--- config.mk ---
export PLATFORM = sky130hd
export DESIGN_NAME = ram_fifo
export DESIGN_NICKNAME = d
export VERILOG_FILES = /design/src/rtl/ram_fifo.sv
export SDC_FILE = /design/constraint.sdc
export NUM_CORES = 1
export LEC_CHECK = 0
export CORE_MARGIN = 8
export CORE_UTILIZATION = 55
export DETAILED_ROUTE_END_ITERATION = 7
export DONT_BUFFER_PORTS = 1
export PLACE_DENSITY = 0.7
export SLEW_MARGIN = 20
export SYNTH_ARGS = -nofsm -noshare
export SYNTH_HDL_FRONTEND = slang
export SYNTH_SLANG_ARGS = --single-unit
export TNS_END_PERCENT = 30
--- constraint.sdc ---
create_clock -name clk -period 3.7 [get_ports clk]
set_clock_uncertainty 0.1 [all_clocks]
set_input_delay 0.74 -clock clk [delete_from_list [all_inputs] [get_ports clk]]
set_output_delay 0.74 -clock clk [all_outputs]
set_load 0.02 [all_outputs]
--- src/rtl/ram_fifo.sv ---
// Single-clock show-ahead FIFO around a 2**widthad-entry memory (registered write, comb read).
// Optional almost_full flag/parameter enabled by defining RAM_FIFO_ALMOST_FULL_EN.
module ram_fifo #(
  parameter int unsigned width   = 8,
  parameter int unsigned widthad = 4
`ifdef RAM_FIFO_ALMOST_FULL_EN
  ,
  parameter int unsigned almost_full_level = 2**widthad - 2
`endif
) (
  input  logic               clk,
  input  logic               rst,
  input  logic [width-1:0]   data,
  input  logic               wrreq,
  input  logic               rdreq,
  output logic [width-1:0]   q,
  output logic               empty,
  output logic               full,
  output logic [widthad:0]   usedw,
  output logic               overflow,
  output logic               underflow
`ifdef RAM_FIFO_ALMOST_FULL_EN
  ,
  output logic               almost_full
`endif
);

  localparam int unsigned Depth = 2**widthad;
  localparam logic [widthad-1:0] PtrOne  = widthad'(1);
  localparam logic [widthad:0]   UsedOne = (widthad + 1)'(1);

  logic [width-1:0]   mem_q [Depth];
  logic [widthad-1:0] wr_ptr_q, wr_ptr_d;
  logic [widthad-1:0] rd_ptr_q, rd_ptr_d;
  logic [widthad:0]   usedw_q, usedw_d;
  logic               overflow_q, underflow_q;
  logic               wr_en, rd_en;

  assign empty = (usedw_q == '0);
  assign full  = usedw_q[widthad];

  always_comb begin
    wr_en    = wrreq && !full;
    rd_en    = rdreq && !empty;
    wr_ptr_d = wr_en ? wr_ptr_q + PtrOne : wr_ptr_q;
    rd_ptr_d = rd_en ? rd_ptr_q + PtrOne : rd_ptr_q;
    usedw_d  = usedw_q;
    if (wr_en && !rd_en) begin
      usedw_d = usedw_q + UsedOne;
    end else if (rd_en && !wr_en) begin
      usedw_d = usedw_q - UsedOne;
    end
  end

  always_ff @(posedge clk) begin
    if (rst) begin
      wr_ptr_q    <= '0;
      rd_ptr_q    <= '0;
      usedw_q     <= '0;
      overflow_q  <= 1'b0;
      underflow_q <= 1'b0;
    end else begin
      wr_ptr_q    <= wr_ptr_d;
      rd_ptr_q    <= rd_ptr_d;
      usedw_q     <= usedw_d;
      overflow_q  <= wrreq && full;
      underflow_q <= rdreq && empty;
    end
  end

  // Memory is deliberately not reset; a reset only discards entries via the pointers.
  always_ff @(posedge clk) begin
    if (wr_en && !rst) begin
      mem_q[wr_ptr_q] <= data;
    end
  end

  assign q         = mem_q[rd_ptr_q];
  assign usedw     = usedw_q;
  assign overflow  = overflow_q;
  assign underflow = underflow_q;

`ifdef RAM_FIFO_ALMOST_FULL_EN
  localparam logic [widthad:0] AfLevel = almost_full_level[widthad:0];
  assign almost_full = (usedw_q >= AfLevel);
`endif

endmodule

==> impl_metrics.env, run 1 <==
export IMPL_status="finished, final reports clean"
export IMPL_postRouteAntennaNets=0
export IMPL_fmax_ghz=0.320
export IMPL_startpoint_type="register"
export IMPL_grt_pass1_wl_um=16500
export IMPL_crit_chain="buf_4 -> mux4_1 -> a22oi_1 -> nand2_1"
export IMPL_synthMuxAreaShare=0.135
export IMPL_io_buffers=0
export IMPL_start_util=0.566
export IMPL_slowest_stage="mux4_1"
export IMPL_syn_cell_area_mm2=0.00587
export IMPL_grt_pass1_vias=2908
export IMPL_place_gp_congestion=0.768
export IMPL_worstHoldStart="rst"
export IMPL_power_switching_w=0.00127
export IMPL_tns_ns=0
export IMPL_die_y_um=119
export IMPL_grt_usage=0.155
export IMPL_cap_viol_max_count=0
export IMPL_wl_um=10500
export IMPL_core_area_mm2=0.0104
export IMPL_synth_compound_area_share=0.0337
export IMPL_cts_max_level=4
export IMPL_clock_path_buffers=2
export IMPL_dpl_hpwl_um=6530
export IMPL_nets=346
export IMPL_grt_max_degree=33
export IMPL_setup_worst_path_class="reg2out"
export IMPL_dr_total_vias=2766
export IMPL_intPower_w=0.00341
export IMPL_grt_overflow_total=0
export IMPL_rr_startpoint="usedw[4]"
export IMPL_syn_nets=339
export IMPL_crit_path_max_fanout=15
export IMPL_final_cell_mix="edfxtp_1, nor2_1, mux4_2, dfxtp_1"
export IMPL_yosysWarnings=0
export IMPL_yosys_area_share_simple=0.0515
export IMPL_power_share_clock=0.370
export IMPL_ir_drop_mv=0.365
export IMPL_drive_above_1_share=0.164
export IMPL_antenna_found_initial=0
export IMPL_drtIter0Drc=273
export IMPL_synth_avg_cell_area_um2=18.6
export IMPL_viasPerCell=5.86
export IMPL_min_path_type="in2reg"
export IMPL_drv_slew=0
export IMPL_cellPowerDensity_mw_per_mm2=712
export IMPL_switching_share=0.270
export IMPL_synthFlopType="edfxtp_1"
export IMPL_postCtsSetupBuffers=0
export IMPL_power_leakage_nw=2.16
export IMPL_combPwrFrac=0.202
export IMPL_synth_xor_area_frac=0.0134
export IMPL_worstMarginPinSlew_ns=0.928
export IMPL_ctsHoldBuffers=0
export IMPL_relSlewSlack=0.379
export IMPL_ys_ff_latch=147
export IMPL_post_route_min_period_ns=3.13
export IMPL_cts_buffers=17
export IMPL_drcViolationCount=0
export IMPL_synth_cell_types=36
export IMPL_dieArea_mm2=0.0142
export IMPL_synthCells=316
export IMPL_wl_per_cell_um=22.3
export IMPL_cts_sinks=147
export IMPL_synth_edf_count=128
export IMPL_sequentialPowerShare=0.428
export IMPL_cts_tree="yes"
export IMPL_synth_top_family_by_area="multiplexers"
export IMPL_layout_commonest_cell="edfxtp_1"
export IMPL_die_w_um=119
export IMPL_ios=29
export IMPL_crit_family="multiplexers"
export IMPL_seq_area_frac_synth=0.719
export IMPL_clk_transition_reported_paths_ns=0.06
export IMPL_cp_arrival_ns=2.29
export IMPL_syn_to_final_growth_pct=11.8
export IMPL_n_antenna_cell=0
export IMPL_rsz0062_at_grt="no"
export IMPL_fin_crit_sh=0.845
export IMPL_drtPass1Iterations=4
export IMPL_synthAdderAreaFrac=0.0247
export IMPL_final_util=0.633
export IMPL_hold_viol=0
export IMPL_clk_latency_ns=0.51
export IMPL_setup_viol_count_final=0
export IMPL_post_cts_resized=0
export IMPL_crit_path_end_kind="primary output"
export IMPL_synth_async_sr_flop_share=0
export IMPL_crit_buf_inv=1
export IMPL_num_rows=37
export IMPL_cp_slowest_stage_delay_ns=0.61
export IMPL_cts_root_buffer_cell="clkbuf_8"
export IMPL_required_ns=2.86
[state kept, by name, summed over array words and instances (netlist names), named ones only]
register   cells
mem_q        128
overflow       1
rd_ptr_q       4
underflow      1
usedw          5
wr_ptr_q       4
[power by group through the flow]
stage	Combinational [W]	Sequential (W)	Clock, W
2_1_floorplan	0.000850	0.00199	0
3_5_place_dp	0.000951	0.00204	0
5_1_grt	0.00104	0.00201	0.00182
6_report	0.000943	0.00200	0.00173
3_3_place_gp	0.000939	0.00204	0
4_1_cts	0.000959	0.00201	0.00175
[synthesized netlist by cell type (all sizes together) (2+ instances only)]
master	instances	area, um2
edfxtp	128	3840
nor2	37	139
mux4	32	773
dfxtp	19	380
a22oi	16	120
nand2	15	56.3
ha	10	125
buf	8	63.8
xor2	7	61.3
a21oi	5	25.0
clkbuf	5	18.8
inv	5	18.8
clkdlybuf4s25	3	30.0
nand3b	3	22.5
nor2b	3	18.8
o211ai	2	15.0
xnor2	2	17.5
[layout make-up]
class / count / area (um2)
repair buffers: 4 / 30.0
clock inverters: 12 / 179
well taps: 136 / 170
inverters: 5 / 18.8
multi-input cells: 148 / 1520
fillers: 723 / 3800
flip-flops and latches: 147 / 4230
clock buffers: 20 / 425
[worst reg2reg max path, stage by stage, from the launching register on]
cell and delay, ns:
dfxtp_1 0.49, or4_4 0.54, o21ai_4 0.20, ha_1 0.24, inv_1 0.12, ha_1 0.33, a21oi_1 0.19, a211oi_1 0.10
a31oi_1 0.18, mux2_2 0.35
[cells by family (layout without fill, tap and decap cells)]
group / count (synthesis) / count (layout)
AO/OA/AOI/OAI: 27 / 27
XOR/XNOR: 9 / 9
adder cells (fa/ha/maj): 11 / 11
buffers and inverters: 21 / 41
flip-flops: 147 / 147
multiplexers: 34 / 34
AND/OR/NAND/NOR: 67 / 67
[metrics by stage]
step / hold WS, ns / setup WS, ns / power (W) / std cells / cell area (um2)
global route: 0.171 / 0.447 / 0.00487 / 472 / 6570
CTS: 0.175 / 0.509 / 0.00471 / 472 / 6570
finish: 0.194 / 0.573 / 0.00468 / 472 / 6570
floorplan: 0.385 / 0.966 / 0.00284 / 316 / 5870
detailed placement: 0.429 / 0.793 / 0.00299 / 440 / 5960
global placement: 0.401 / 0.841 / 0.00298 / 440 / 5960
[worst paths after layout]
| path | endpoint | slack, ns | cells after the start |
|---|---|---|---|
| worst max register to register | usedw[4] | 0.76 | 9 |
| worst max-delay path | q[1] | 0.57 | 4 |
| worst min register to register | register | 0.44 | 2 |
| worst min-delay path | usedw[0] | 0.19 | 1 |
[metal layers]
metal / track usage / wire length, um
met4: 0.0492 / 97
met2: 0.248 / 5250
met5: 0 / 0
met3: 0.0548 / 790
met1: 0.196 / 4400
No activity file was read; power rests on OpenSTA's default activity.
==> run 2: changes to the inputs <==
PLACE_DENSITY = 0.73   (was 0.7)
clock period = 2.8 ns   (was 3.7 ns; I/O delays follow)
==> run 2 against run 1 <==
  * Cell count is 6.4% higher
  * Clock power increased by 19%
  * Setup slack got worse by 0.51 ns
  * Sequential cell count did not move
  * Wire length up 12%
  * Count of clock-buffer cells in the layout did not move
  * Sequential share of layout area shrank 3.1 points
  * Die area is the same
  * Via count increased by 8.7%
  * Largest cell class unchanged
==> impl_metrics.env, run 2 (synthesized netlist as in run 1, its figures left out) <==
export IMPL_status="finished, final reports clean"
export IMPL_num_rows=37
export IMPL_postRouteAntennaNets=0
export IMPL_grt_overflow_total=0
export IMPL_cts_sinks=147
export IMPL_crit_buf_inv=1
export IMPL_clk_latency_ns=0.52
export IMPL_drtPass1Iterations=4
export IMPL_path_depth=4
export IMPL_design_area_mm2=0.00691
export IMPL_dpl_hpwl_um=6890
export IMPL_relSlewSlack=0.393
export IMPL_crit_family="multiplexers"
export IMPL_min_path_type="in2reg"
export IMPL_cellPowerDensity_mw_per_mm2=910
export IMPL_cts_max_level=4
export IMPL_slowest_stage="mux4_1"
export IMPL_hold_viol=0
export IMPL_fin_crit_sh=0.979
export IMPL_start_util=0.566
export IMPL_clock_path_buffers=2
export IMPL_place_gp_congestion=0.699
export IMPL_viasPerCell=5.99
export IMPL_cts_root_buffer_cell="clkbuf_8"
export IMPL_grt_max_degree=33
export IMPL_io_buffers=0
export IMPL_post_route_min_period_ns=2.74
export IMPL_dieArea_mm2=0.0142
export IMPL_antenna_found_initial=3
export IMPL_layout_commonest_cell="edfxtp_1"
export IMPL_top_register="mem_q"
export IMPL_cts_tree="yes"
export IMPL_crit_chain="buf_16 -> mux4_1 -> a22oi_1 -> nand2_2"
export IMPL_setup_viol_count_final=0
export IMPL_wl_um=11800
export IMPL_final_util=0.666
export IMPL_rr_worst_depth=9
export IMPL_largest_reg_flops=128
export IMPL_cp_slowest_stage_delay_ns=0.57
export IMPL_die_w_um=119
export IMPL_ios=29
export IMPL_drcViolationCount=0
export IMPL_rsz0062_at_grt="yes"
export IMPL_grt_pass1_wl_um=18400
export IMPL_drtIter0Drc=254
export IMPL_power_leakage_nw=2.32
export IMPL_crit_path_max_fanout=16
export IMPL_clk_transition_reported_paths_ns=0.06
export IMPL_cts_buffers=17
export IMPL_dr_total_vias=3008
export IMPL_grt_usage=0.176
export IMPL_setup_worst_path_class="reg2out"
export IMPL_die_y_um=119
export IMPL_drive_above_1_share=0.299
export IMPL_hold_depth=0
export IMPL_syn_to_final_growth_pct=17.6
export IMPL_grt_pass1_vias=3148
export IMPL_final_cell_mix="edfxtp_1, nor2_1, buf_4"
export IMPL_wl_per_cell_um=23.6
export IMPL_cap_viol_max_count=0
export IMPL_nets=375
export IMPL_required_ns=2.14
export IMPL_core_area_mm2=0.0104
export IMPL_worstMarginPinSlew_ns=0.908
export IMPL_fmax_ghz=0.365
export IMPL_ir_drop_mv=0.749
export IMPL_place_area_mm2=0.00615
export IMPL_cp_arrival_ns=2.08
export IMPL_crit_path_end_kind="primary output"
export IMPL_startpoint_type="register"
export IMPL_drv_slew=0
export IMPL_fill_cells=660
run 2: final cells by class:
cell class | count | area (um2) | area share
Antenna cell | 1 | 2.50 | 0.000362
Clock buffer | 20 | 472 | 0.0683
Tap cell | 136 | 170 | 0.0246
Multi-Input combinational cell | 148 | 1620 | 0.234
Timing Repair Buffer | 33 | 325 | 0.0471
Sequential cell | 147 | 4230 | 0.612
Inverter | 5 | 18.8 | 0.00272
Clock inverter | 12 | 73.8 | 0.0107
run 2: path summary, 6_finish.rpt:
| check | from | end | slack, ns |
|---|---|---|---|
| min reg2reg | rd_ptr_q[3] | rd_ptr_q[3] | 0.46 |
| max reg2reg | usedw[1] | usedw[4] | 0.12 |
| max | register | q[6] | 0.06 |
| min | data[7] | mem_q[2][7] | 0.03 |
run 2: power breakdown:
part,switching [W],internal [W]
clock network,0.000857,0.00120
registers,0.0000829,0.00249
logic,0.000884,0.000778
total,0.00182,0.00446
run 2: stage by stage:
stage               hold WS [ns]  setup WS (ns)  setup TNS [ns]  cells  power [W]
floorplan                  0.385         0.0664               0    316    0.00375
detailed placement         0.413         0.0497               0    462    0.00406
CTS                     0.000155        0.00340               0    500    0.00630
global route            0.000447       -0.00420        -0.00769    501    0.00655
global placement           0.409         0.0980               0    462    0.00402
finish                    0.0291         0.0579               0    502    0.00629
run 2: worst reg2reg max path, cell delays in order (launching register included):
cell and delay (ns):
dfxtp_1 0.31, or4_4 0.58, o21ai_4 0.21, ha_4 0.18, inv_1 0.09, ha_1 0.34
a21oi_2 0.17, a211oi_1 0.09, a31oi_1 0.16, mux2_2 0.35
run 2: per-layer routing:
layer,vias up,GRT usage,share of wire
met2,115,0.293,0.51
met1,1525,0.197,0.38
met5,-,0,0.0019
met3,32,0.0699,0.079
li1,1332,-,-
met4,4,0.0812,0.029
run 2: repair_timing:
item / CTS / global route
hold buffers: 4 / 1
buffers inserted: 0 / 0
pin swaps: 3 / 1
gates resized for setup: 24 / 6
setup endpoints to repair: 8 / 6
cloned: 2 / 0
hold endpoints to repair: 30 / 2
